**src/rtl/uart_rx.sv**
```systemverilog
// UART receiver: 2-FF synchronised rxd, centre-sampled 8N1 frames, one-cycle rx_ready/frame_err strobes.
// Define UART_RX_PARITY_EN to add an even-parity bit after the data bits and a parity_err strobe.
module uart_rx #(
  parameter int unsigned CLK_FREQ  = 50000000,
  parameter int unsigned BAUD_RATE = 115200,
  parameter int unsigned BIT_MAX   = 8
) (
  input  logic               clk,
  input  logic               rst,
  input  logic               rxd,
  output logic               rx_ready,
  output logic [BIT_MAX-1:0] rx_data,
  output logic               frame_err
`ifdef UART_RX_PARITY_EN
  ,
  output logic               parity_err
`endif
);

  localparam int unsigned CPB   = CLK_FREQ / BAUD_RATE;
  localparam int unsigned HALF  = CPB / 2;
  localparam int unsigned CNT_W = (CPB > 1) ? $clog2(CPB) : 1;
  localparam int unsigned IDX_W = $clog2(BIT_MAX + 1);

  localparam logic [CNT_W-1:0] CNT_LAST = CNT_W'(CPB - 1);
  localparam logic [CNT_W-1:0] CNT_MID  = CNT_W'(HALF - 1);
  localparam logic [IDX_W-1:0] IDX_LAST = IDX_W'(BIT_MAX - 1);

  typedef enum logic [2:0] {
    S_IDLE,
    S_START,
    S_DATA,
    S_PARITY,
    S_STOP,
    S_BREAK
  } state_t;

  state_t             state;
  logic [CNT_W-1:0]   cnt;
  logic [IDX_W-1:0]   idx;
  logic [BIT_MAX-1:0] sr;
  logic               rxd_meta;
  logic               rxd_s;
`ifdef UART_RX_PARITY_EN
  logic               par_bit;
`endif

  // Two-stage synchroniser; resets to the idle (high) line level
  always_ff @(posedge clk or negedge rst) begin
    if (!rst) begin
      rxd_meta <= 1'b1;
      rxd_s    <= 1'b1;
    end else begin
      rxd_meta <= rxd;
      rxd_s    <= rxd_meta;
    end
  end

  // Frame FSM; strobes default low every cycle so they last exactly one clock
  always_ff @(posedge clk or negedge rst) begin
    if (!rst) begin
      state     <= S_IDLE;
      cnt       <= '0;
      idx       <= '0;
      sr        <= '0;
      rx_data   <= '0;
      rx_ready  <= 1'b0;
      frame_err <= 1'b0;
`ifdef UART_RX_PARITY_EN
      par_bit    <= 1'b0;
      parity_err <= 1'b0;
`endif
    end else begin
      rx_ready  <= 1'b0;
      frame_err <= 1'b0;
`ifdef UART_RX_PARITY_EN
      parity_err <= 1'b0;
`endif
      case (state)
        S_IDLE: begin
          cnt <= '0;
          if (!rxd_s) state <= S_START;
        end
        S_START: begin
          if (cnt == CNT_MID) begin
            cnt   <= '0;
            idx   <= '0;
            state <= rxd_s ? S_IDLE : S_DATA;
          end else begin
            cnt <= cnt + CNT_W'(1);
          end
        end
        S_DATA: begin
          if (cnt == CNT_LAST) begin
            cnt <= '0;
            sr  <= {rxd_s, sr[BIT_MAX-1:1]};
            idx <= idx + IDX_W'(1);
            if (idx == IDX_LAST) begin
`ifdef UART_RX_PARITY_EN
              state <= S_PARITY;
`else
              state <= S_STOP;
`endif
            end
          end else begin
            cnt <= cnt + CNT_W'(1);
          end
        end
`ifdef UART_RX_PARITY_EN
        S_PARITY: begin
          if (cnt == CNT_LAST) begin
            cnt     <= '0;
            par_bit <= rxd_s;
            state   <= S_STOP;
          end else begin
            cnt <= cnt + CNT_W'(1);
          end
        end
`endif
        S_STOP: begin
          if (cnt == CNT_LAST) begin
            cnt <= '0;
`ifdef UART_RX_PARITY_EN
            parity_err <= ^{sr, par_bit};
            if (rxd_s && !(^{sr, par_bit})) begin
`else
            if (rxd_s) begin
`endif
              rx_data  <= sr;
              rx_ready <= 1'b1;
            end
            if (rxd_s) begin
              state <= S_IDLE;
            end else begin
              frame_err <= 1'b1;
              state     <= S_BREAK;
            end
          end else begin
            cnt <= cnt + CNT_W'(1);
          end
        end
        S_BREAK: begin
          cnt <= '0;
          if (rxd_s) state <= S_IDLE;
        end
        default: begin
          cnt   <= '0;
          state <= S_IDLE;
        end
      endcase
    end
  end

endmodule
```
**config.mk**
```make
export PLATFORM = sky130hd
export DESIGN_NAME = uart_rx
export DESIGN_NICKNAME = d
export VERILOG_FILES = /design/src/rtl/uart_rx.sv
export SDC_FILE = /design/constraint.sdc
export NUM_CORES = 1
export LEC_CHECK = 0
export BUFFER_PORTS_ARGS = -buffer_cell sky130_fd_sc_hd__clkbuf_2
export CAP_MARGIN = 20
export CORE_AREA = 5 5 86 88
export CTS_BUF_LIST = sky130_fd_sc_hd__clkbuf_4 sky130_fd_sc_hd__clkbuf_8 sky130_fd_sc_hd__clkbuf_16
export CTS_CLUSTER_DIAMETER = 40
export DETAILED_ROUTE_END_ITERATION = 6
export DIE_AREA = 0 0 91 93
export GPL_TIMING_DRIVEN = 0
export HOLD_SLACK_MARGIN = 0.05
export MAX_ROUTING_LAYER = met4
export PLACE_DENSITY = 0.44
export RECOVER_POWER = 50
export SYNTH_ARGS = -nofsm -noshare
export SYNTH_HDL_FRONTEND = slang
export SYNTH_SLANG_ARGS = --single-unit
```
**constraint.sdc**
```tcl
create_clock -name clk -period 2.23 [get_ports clk]
set_clock_uncertainty 0.1 [all_clocks]
set_input_delay 0.3345 -clock clk [delete_from_list [all_inputs] [get_ports clk]]
set_output_delay 0.3345 -clock clk [all_outputs]
set_load 0.005 [all_outputs]
```
==> impl_metrics.tcl, run 1 <==
set metrics [dict create \
    nNetsFinal 154 \
    routed_via_density 4.34 \
    outcome "complete, no violations" \
    critPathArrivalTime_ns 2.11 \
    slew_headroom 0.424 \
    cp_max_fo 9 \
    ys.warnings.count 0 \
    timing_worst_slew_pin_value_ns 0.865 \
    syn-num-nets 134 \
    yosysTopAreaCell "dfrtp_1" \
    grt_pass1_vias 994 \
    place_inst 219 \
    ys_seq_elements 36 \
    required_ns 2.30 \
    cts.sinks 36 \
    worst-path-buf-inv 2 \
    post_cts_buffers 0 \
    grt_pass1_wl_um 4600 \
    hpwl_um 1930 \
    die_area_um2 8460 \
    grtUsageTotal 0.0700 \
    portBuffers 12 \
    synth.most_common_cell "dfrtp_1" \
    syn-cell-area_um2 1590 \
    setup_viol 0 \
    remaining_drc_errors 0 \
    top_level_ports 13 \
    fin_ws_ns 0.187 \
    max_freq_mhz 489 \
    cts_tree "done" \
    holdWs_ns 0.0515 \
    min_period_ns 2.04 \
    cts_max_level 2 \
    synth_cell_types 37 \
    slowest_delay_ns 0.48 \
    fin_cells 228 \
    critPathTopFamily "simple AND/OR/NAND/NOR gates" \
    die_h_um 93 \
    path_cells "inv_1, ha_1, or4b_1, o31ai_2, o31a_1, buf_4, nor2_1" \
    place_area_um2 1750 \
    globalRouteOverflowTotal 0 \
    stdcell_area_um2 1860 \
    clock_latency_ns 0.29 \
    nFillCells 672 \
    hold_viol 0 \
    initial_core_util 0.242 \
    cap_violations 0 \
    path_clk_slew_ns 0.08 \
    syn_avg_cell_area_um2 12.5 \
    antenna_found_initial 0 \
    wl_per_cell_um 11.8 \
    utilization 0.283 \
    area_growth_syn_to_layout_pct 17.1 \
    drtIter0Drc 18 \
    async_flop_share 1.00 \
    crit_path_start_kind "flop" \
    irDropWorstVdd_uv 331 \
    cp_slowest_cell "or4b_1" \
    core_um2 6570 \
    critPathKind "flop to flop" \
    vias 989 \
    yosys_most_used_dff "dfrtp_1" \
    crit_cells 7 \
    dr.pass1.iters 4 \
    fp.dieW_um 91 \
    netlist_top_cells_area "dfrtp_1, mux2_2, dfstp_2" \
    wirelength_um 2680 \
    cellLeakagePower_nw 0.856 \
    synth-edff-count 0 \
    dp_slack_ns 0.0885 \
    total_power_mw 1.16 \
    finalCritPeriodShare 0.916 \
    netlist.area_leader.share 0.536 \
    gp_congestion 0.763 \
    synth-seq-area-share 0.569 \
    slew_viol_final 0 \
    drtAntennaViolNets 0 \
    grt_max_degree 37 \
    synth_common_cells "dfrtp_1, mux2_2, nor2_1" \
    clockRootBuffer "clkbuf_8" \
    power_density_nw_per_um2 625 \
    final.setup.tns_ns 0 \
    synthCells 127 \
    numCtsBuffers 5 \
    worst_setup_path_end_kind "flop" \
    rows 30 \
    antenna_cells 0 \
    drive_above_1_share 0.297 \
    hold_class "input port to asynchronous set/reset pin" \
    rr_worst_depth 7 \
    grt_setup_unrepaired "false" \
    clockBufferDepth 2 \
]
==> what timing repair did <==
item	4_1_cts	5_1_grt
endpoints found under the setup margin	0	17
hold buffers	1	0
resized for setup	0	2
endpoints found under the hold margin	1	0
==> cell type report <==
| cell class | instances | area [um2] | area share |
|---|---|---|---|
| plain buffers | 3 | 17.5 | 0.00942 |
| inverters | 5 | 18.8 | 0.0101 |
| flip-flops and latches | 36 | 903 | 0.486 |
| clock buffers | 6 | 82.6 | 0.0444 |
| repair buffers | 13 | 67.6 | 0.0363 |
| well taps | 80 | 100 | 0.0538 |
| clock inverters | 2 | 13.8 | 0.00740 |
| multi-input cells | 83 | 656 | 0.353 |
==> layer usage <==
metal  wire length, um  up-vias  share of wire  GRT usage
met2              1240       13           0.46      0.102
met4                57        0          0.021     0.0440
met5                 0        -              0          -
met1              1300      490           0.48     0.0865
met3                82        5          0.031     0.0185
li1                  -      481              -          -
==> cell families after synthesis <==
logic type      after synthesis  synth area share
simple gates                 43             0.160
flops                        36             0.569
mux                          16             0.113
compound gates               12            0.0591
xor+xnor                      8            0.0441
buf+inv                       8            0.0229
fa+ha+maj                     4            0.0315
==> layout by cell type, fill, tap and decap left out, types with 5 or more instances in the layout <==
cell      synthesis  routed
clkbuf_2          0      10
clkbuf_8          0       6
dfrtp_1          34      34
inv_1             5       5
mux2_2           16      16
nand2_1           5       5
nor2_1           14      13
nor3_1            5       5
xnor2_1           6       6
==> registers in the layout (all words and copies together), names as in the netlist <==
signal	flops
rx_ready	1
cnt	9
rxd_s	1
frame_err	1
rx_data	8
state	3
idx	4
rxd_meta	1
sr	8
==> power breakdown <==
group	switching, mW	internal, mW	total (mW)
registers	0.00208	0.656	0.658
logic	0.0124	0.00337	0.0158
clock network	0.237	0.252	0.489
==> final timing paths <==
path	from	to	slack [ns]
worst max-delay path	cnt[0]	cnt[6]	0.19
worst min-delay path	rst	rx_data[3]	0.05
worst max register to register	cnt[0]	cnt[6]	0.19
worst min register to register	rxd_meta	rxd_s	0.26
max in group asynchronous	rst	state[2]	1.44
min in group clk	rxd_meta	rxd_s	0.26
No activity file was read; power rests on OpenSTA's default activity.
==> inputs of run 2 (changes only) <==
--- a/config.mk
+++ b/config.mk
@@ -5,17 +5,18 @@
 export SDC_FILE = /design/constraint.sdc
 export NUM_CORES = 1
 export LEC_CHECK = 0
+export ABC_AREA = 1
 export BUFFER_PORTS_ARGS = -buffer_cell sky130_fd_sc_hd__clkbuf_2
 export CAP_MARGIN = 20
-export CORE_AREA = 5 5 86 88
+export CORE_AREA = 5 5 89 91
 export CTS_BUF_LIST = sky130_fd_sc_hd__clkbuf_4 sky130_fd_sc_hd__clkbuf_8 sky130_fd_sc_hd__clkbuf_16
 export CTS_CLUSTER_DIAMETER = 40
 export DETAILED_ROUTE_END_ITERATION = 6
-export DIE_AREA = 0 0 91 93
+export DIE_AREA = 0 0 94 96
 export GPL_TIMING_DRIVEN = 0
 export HOLD_SLACK_MARGIN = 0.05
 export MAX_ROUTING_LAYER = met4
-export PLACE_DENSITY = 0.44
+export PLACE_DENSITY = 0.46
 export RECOVER_POWER = 50
 export SYNTH_ARGS = -nofsm -noshare
 export SYNTH_HDL_FRONTEND = slang
==> constraint.sdc (replaced) <==
create_clock -name clk -period 1.8 [get_ports clk]
set_clock_uncertainty 0.1 [all_clocks]
set_input_delay 0.27 -clock clk [delete_from_list [all_inputs] [get_ports clk]]
set_output_delay 0.27 -clock clk [all_outputs]
set_load 0.005 [all_outputs]
==> impl_metrics.tcl, run 2 <==
set metrics [dict create \
    outcome "complete, no violations" \
    yosysTopAreaCell "dfrtp_1" \
    synth_cell_types 26 \
    hold_start "rxd_meta" \
    cellLeakagePower_nw 1.02 \
    core_um2 7060 \
    stdcell_area_um2 2030 \
    final_cell_mix "nand2_1, dfrtp_1, nor2_1, inv_1, o21ai_1" \
    grt_pass1_wl_um 5980 \
    timing_worst_slew_pin_value_ns 0.921 \
    place_area_um2 1890 \
    r2r-start "cnt[1]" \
    cts_max_level 2 \
    path_clk_slew_ns 0.08 \
    ys_seq_elements 36 \
    utilization 0.288 \
    crit_path_start_kind "flop" \
    dr.pass1.iters 4 \
    netlist_top_cells_area "dfrtp_1, nand2_1, nor2_1" \
    max_freq_mhz 604 \
    path_cells "inv_1, ha_1, nand2_1, nor2_4, nand2_4, nor3_4, o21ai_1" \
    cts_tree "done" \
    final_common_cell "nand2_1" \
    async_flop_share 1.00 \
    vias 1285 \
    setup_viol 0 \
    grt_pass1_vias 1308 \
    yosys_most_used_dff "dfrtp_1" \
    synth-seq-area-share 0.528 \
    grt_setup_unrepaired "false" \
    clockRootBuffer "clkbuf_8" \
    cap_violations 0 \
    critPathTopFamily "simple AND/OR/NAND/NOR gates" \
    die_area_um2 9020 \
    antenna_found_initial 0 \
    syn-cell-area_um2 1710 \
    drtAntennaViolNets 0 \
    hold_depth 0 \
    rows 31 \
    wl_per_cell_um 10.1 \
    min_to "rxd_s" \
    power_density_nw_per_um2 758 \
    wirelength_um 3250 \
    syn-num-nets 205 \
    fp.dieW_um 94 \
    die_h_um 96 \
    top_level_ports 13 \
    synth.most_common_cell "nand2_1" \
    drive_above_1_share 0.171 \
    largest_register_ffs 9 \
    ys.warnings.count 0 \
    netlist.area_leader.share 0.497 \
    hold_class "flop to flop" \
    cts.sinks 36 \
    synth_common_cells "nand2_1, dfrtp_1, nor2_1" \
    clock_latency_ns 0.28 \
    irDropWorstVdd_uv 440 \
    grt_max_degree 37 \
    syn_avg_cell_area_um2 8.64 \
    rr_worst_depth 7 \
    critPathArrivalTime_ns 1.71 \
    r2r-end "rx_data[4]" \
    numCtsBuffers 5 \
    slowest_delay_ns 0.42 \
    remaining_drc_errors 0 \
    routed_via_density 4.00 \
    critPathKind "flop to flop" \
    worst-path-buf-inv 1 \
    grtUsageTotal 0.0859 \
    cp_slowest_cell "dfrtp_1" \
    worst_setup_path_end_kind "flop" \
    reg2reg_slack_ns 0.14 \
    required_ns 1.86 \
    fin_cells 321 \
    clockBufferDepth 2 \
    min_period_ns 1.66 \
    portBuffers 12 \
    drtIter0Drc 43 \
    cp_max_fo 8 \
    slew_viol_final 0 \
    largest-register "cnt" \
    synth-edff-count 0 \
    holdWs_ns 0.258 \
    hold_viol 0 \
    globalRouteOverflowTotal 0 \
    initial_core_util 0.242 \
    synthCells 198 \
    nNetsFinal 228 \
    area_growth_syn_to_layout_pct 18.9 \
    antenna_cells 0 \
    top_regs "cnt x9, rx_data x8, sr x8" \
    slew_headroom 0.386 \
    place_inst 309 \
    final.setup.tns_ns 0 \
    hpwl_um 2230 \
    finalCritPeriodShare 0.921 \
    gp_congestion 0.777 \
]
## run 2: cell types whose count changed after synthesis, moves of 6 or more
cell     change
inv_1       +13
mux2_2      -16
nand2_1     +64
nor2_1       +6
o21ai_1      +8
## run 2: layout make-up
cell class              instances  area (um2)
plain buffers                   1        11.3
clock buffers                   5        68.8
clock inverters                 3        42.5
fillers                       802        5020
inverters                      23        86.3
multi-input cells             138         712
flip-flops and latches         36         903
well taps                      99         124
repair buffers                 16        86.3
## run 2: stage by stage
step / setup slack, ns / power (mW)
after floorplan: 0.343 / 0.832
after global placement: 0.118 / 0.852
after detailed placement: 0.126 / 0.852
after CTS: 0.0913 / 1.57
after global routing: 0.0202 / 1.61
final: 0.143 / 1.54
## run 2: logic make-up (layout without fill, tap and decap cells)
kind of cell             Yosys count  count (layout)  share of synthesized area
AND/OR/NAND/NOR                  117             117                      0.323
flip-flops                        36              36                      0.528
buffers and inverters             24              48                     0.0571
adder cells (fa/ha/maj)            4               4                     0.0293
AO/OA/AOI/OAI                     11              11                     0.0322
XOR/XNOR                           6               6                     0.0307
## run 2: metal layers
layer / track usage / up-vias / part of all wire
li1: - / 657 / -
met1: 0.102 / 606 / 0.48
met2: 0.140 / 18 / 0.47
met3: 0.0258 / 4 / 0.034
met4: 0.0289 / 0 / 0.014
met5: - / - / 0
## run 2: how the worst max path moves through the flow
stage                       from         end  depth (start not counted)
final                     cnt[1]  rx_data[4]                          7
after global routing      cnt[1]  rx_data[5]                          7
after CTS                 cnt[1]  rx_data[5]                          8
after detailed placement  cnt[1]  rx_data[5]                          8
after global placement    cnt[1]  rx_data[5]                          8
after floorplan           cnt[1]      idx[0]                          8
## run 2: repair_timing
item / in CTS / in global routing
setup endpoints to repair: 0 / 12
hold endpoints to repair: 30 / 0
hold buffers: 2 / 0
gates resized for setup: 0 / 1
setup buffers: 0 / 2
## run 2: report_power, final
part           leakage (nW)  internal [mW]  switching, mW  total (mW)
combinational         0.483        0.00474         0.0186      0.0234
clock                0.0541          0.410          0.295       0.705
sequential            0.481          0.812        0.00157       0.814
total                  1.02           1.23          0.315        1.54
## run 2: worst register-to-register path, stage by stage (launching register included)
cell,delay (ns)
dfrtp_1,0.42
inv_1,0.09
ha_1,0.13
nand2_1,0.09
nor2_4,0.16
nand2_4,0.10
nor3_4,0.34
o21ai_1,0.11
==> inputs of run 3 (changes only) <==
==> config.mk (replaced) <==
export PLATFORM = sky130hd
export DESIGN_NAME = uart_rx
export DESIGN_NICKNAME = d
export VERILOG_FILES = /design/src/rtl/uart_rx.sv
export SDC_FILE = /design/constraint.sdc
export NUM_CORES = 1
export LEC_CHECK = 0
export ABC_AREA = 0
export BUFFER_PORTS_ARGS = -buffer_cell sky130_fd_sc_hd__clkbuf_2
export CAP_MARGIN = 20
export CELL_PAD_IN_SITES_DETAIL_PLACEMENT = 0
export CELL_PAD_IN_SITES_GLOBAL_PLACEMENT = 2
export CORE_AREA = 5 5 86 88
export CTS_BUF_LIST = sky130_fd_sc_hd__clkbuf_4 sky130_fd_sc_hd__clkbuf_8 sky130_fd_sc_hd__clkbuf_16
export CTS_CLUSTER_DIAMETER = 40
export DETAILED_ROUTE_END_ITERATION = 6
export DIE_AREA = 0 0 91 93
export GPL_TIMING_DRIVEN = 0
export HOLD_SLACK_MARGIN = 0.05
export MAX_ROUTING_LAYER = met4
export PLACE_DENSITY = 0.59
export RECOVER_POWER = 50
export SYNTH_ARGS = -nofsm -noshare
export SYNTH_HDL_FRONTEND = slang
export SYNTH_SLANG_ARGS = --single-unit
==> impl_metrics.tcl, run 3 (same netlist as run 1, synthesis figures left out) <==
set metrics [dict create \
    hold_class "flop to flop" \
    outcome "complete, but fails checks" \
    drtIter0Drc 14 \
    hpwl_um 1990 \
    rows 30 \
    required_ns 1.86 \
    critPathKind "flop to flop" \
    initial_core_util 0.242 \
    violations "setup timing" \
    globalRouteOverflowTotal 0 \
    fp.dieW_um 91 \
    top_regs "cnt x9, rx_data x8, sr x8" \
    area_growth_syn_to_layout_pct 32.0 \
    slew_viol_final 0 \
    vias 1080 \
    fin_ws_ns -0.151 \
    die_area_um2 8460 \
    routed_via_density 4.46 \
    wl_per_cell_um 12.9 \
    dr.pass1.iters 4 \
    timing_worst_slew_pin_value_ns 0.906 \
    slowest_delay_ns 0.49 \
    path_clk_slew_ns 0.07 \
    grt_max_degree 37 \
    drive_above_1_share 0.377 \
    nNetsFinal 168 \
    final.setup.tns_ns -1.86 \
    grt_pass1_vias 1115 \
    clockBufferDepth 2 \
    portBuffers 12 \
    die_h_um 93 \
    min_period_ns 1.95 \
    wirelength_um 3130 \
    cts_tree "done" \
    cts.sinks 36 \
    irDropWorstVdd_uv 295 \
    core_um2 6570 \
    stdcell_area_um2 2100 \
    antenna_cells 0 \
    hold_viol 0 \
    slew_headroom 0.396 \
    final_cell_mix "dfrtp_1, mux2_2, nor2_1, buf_4" \
    clockRootBuffer "clkbuf_8" \
    power_density_nw_per_um2 734 \
    max_freq_mhz 513 \
    final_common_cell "dfrtp_1" \
    place_area_um2 1760 \
    largest-register "cnt" \
    gp_congestion 0.757 \
    finalCritPeriodShare 1.08 \
    numCtsBuffers 5 \
    cp_max_fo 4 \
    remaining_drc_errors 0 \
    crit_path_start_kind "flop" \
    clock_latency_ns 0.28 \
    grt_setup_unrepaired "true" \
    grt_pass1_wl_um 5200 \
    setup_viol 27 \
    top_level_ports 13 \
    largest_register_ffs 9 \
    drtAntennaViolNets 0 \
    antenna_found_initial 0 \
    cap_violations 0 \
    grtUsageTotal 0.0791 \
    path_cells "inv_2, ha_4, or4b_4, nor3_4, a21boi_4, a221o_1" \
    cp_slowest_cell "or4b_4" \
    cellLeakagePower_nw 0.954 \
    worst_setup_path_end_kind "flop" \
    cts_max_level 2 \
    critPathArrivalTime_ns 2.01 \
]
## run 3: changes by cell type in the layout (fill, tap and decap cells not counted), moves of 4 or more
cell	previous run	this run
nor2_1	20	13
o21ai_1	8	0
xnor2_1	2	6
inv_1	18	4
nand4_1	4	0
nand2_2	5	1
nand2_1	68	4
buf_4	2	10
mux2_2	0	16
## run 3: per-layer routing
| metal | part of all wire | routed length (um) | global-route usage |
|---|---|---|---|
| met1 | 0.44 | 1360 | 0.0855 |
| met5 | 0 | 0 | - |
| met2 | 0.50 | 1580 | 0.129 |
| met4 | 0.013 | 41 | 0.0355 |
| met3 | 0.046 | 143 | 0.0306 |
## run 3: repair_timing
item | CTS | global route
cloned | 0 | 1
resized for setup | 16 | 4
pin swaps | 5 | 4
endpoints found under the setup margin | 30 | 31
hold endpoints to repair | 35 | 0
setup buffers | 9 | 3
hold buffers | 2 | 0
## run 3: critical path: cells and delay by family, from the launching register on
family	cells	cell delay [ns]
DFF	1	0.40
buffers and inverters	1	0.11
AOI/OAI and AO/OA	2	0.44
adders and majority gates	1	0.12
and+or+nand+nor	2	0.66
## run 3: area by class of cell
class / instances / area, um2
fill: 659 / 4470
sequential: 36 / 903
multi-input combinational: 84 / 764
timing repair buffer: 26 / 170
tap: 80 / 100
clock buffer: 6 / 76.3
clock inverter: 2 / 35.0
buffer: 3 / 27.5
inverter: 5 / 18.8
## run 3: metrics by stage
stage	hold WS, ns	setup WS [ns]	instances	utilization	power (mW)
after floorplan	-0.126	-0.0433	127	-	0.831
after global placement	0.246	-0.339	219	0.268	0.850
after detailed placement	0.248	-0.421	219	0.268	0.851
after CTS	0.259	-0.152	238	0.313	1.58
after global routing	0.264	-0.212	242	0.319	1.60
final	0.257	-0.151	242	0.319	1.54
## run 3: final timing paths
kind | from | end | slack (ns) | cells after the start
setup / recovery | cnt[1] | idx[2] | -0.15 | 6
hold / removal | rxd_meta | rxd_s | 0.26 | 0
setup reg to reg | cnt[1] | idx[2] | -0.15 | 6
hold reg to reg | rxd_meta | rxd_s | 0.26 | 0
max in group asynchronous | rst | idx[1] | 0.48 | 2
min in group asynchronous | rst | state[2] | 0.55 | 2
## run 3: where the power goes
part	switching [mW]	total (mW)	internal (mW)
clock network	0.273	0.699	0.426
logic	0.0165	0.0222	0.00569
registers	0.00392	0.817	0.813
total	0.294	1.54	1.24
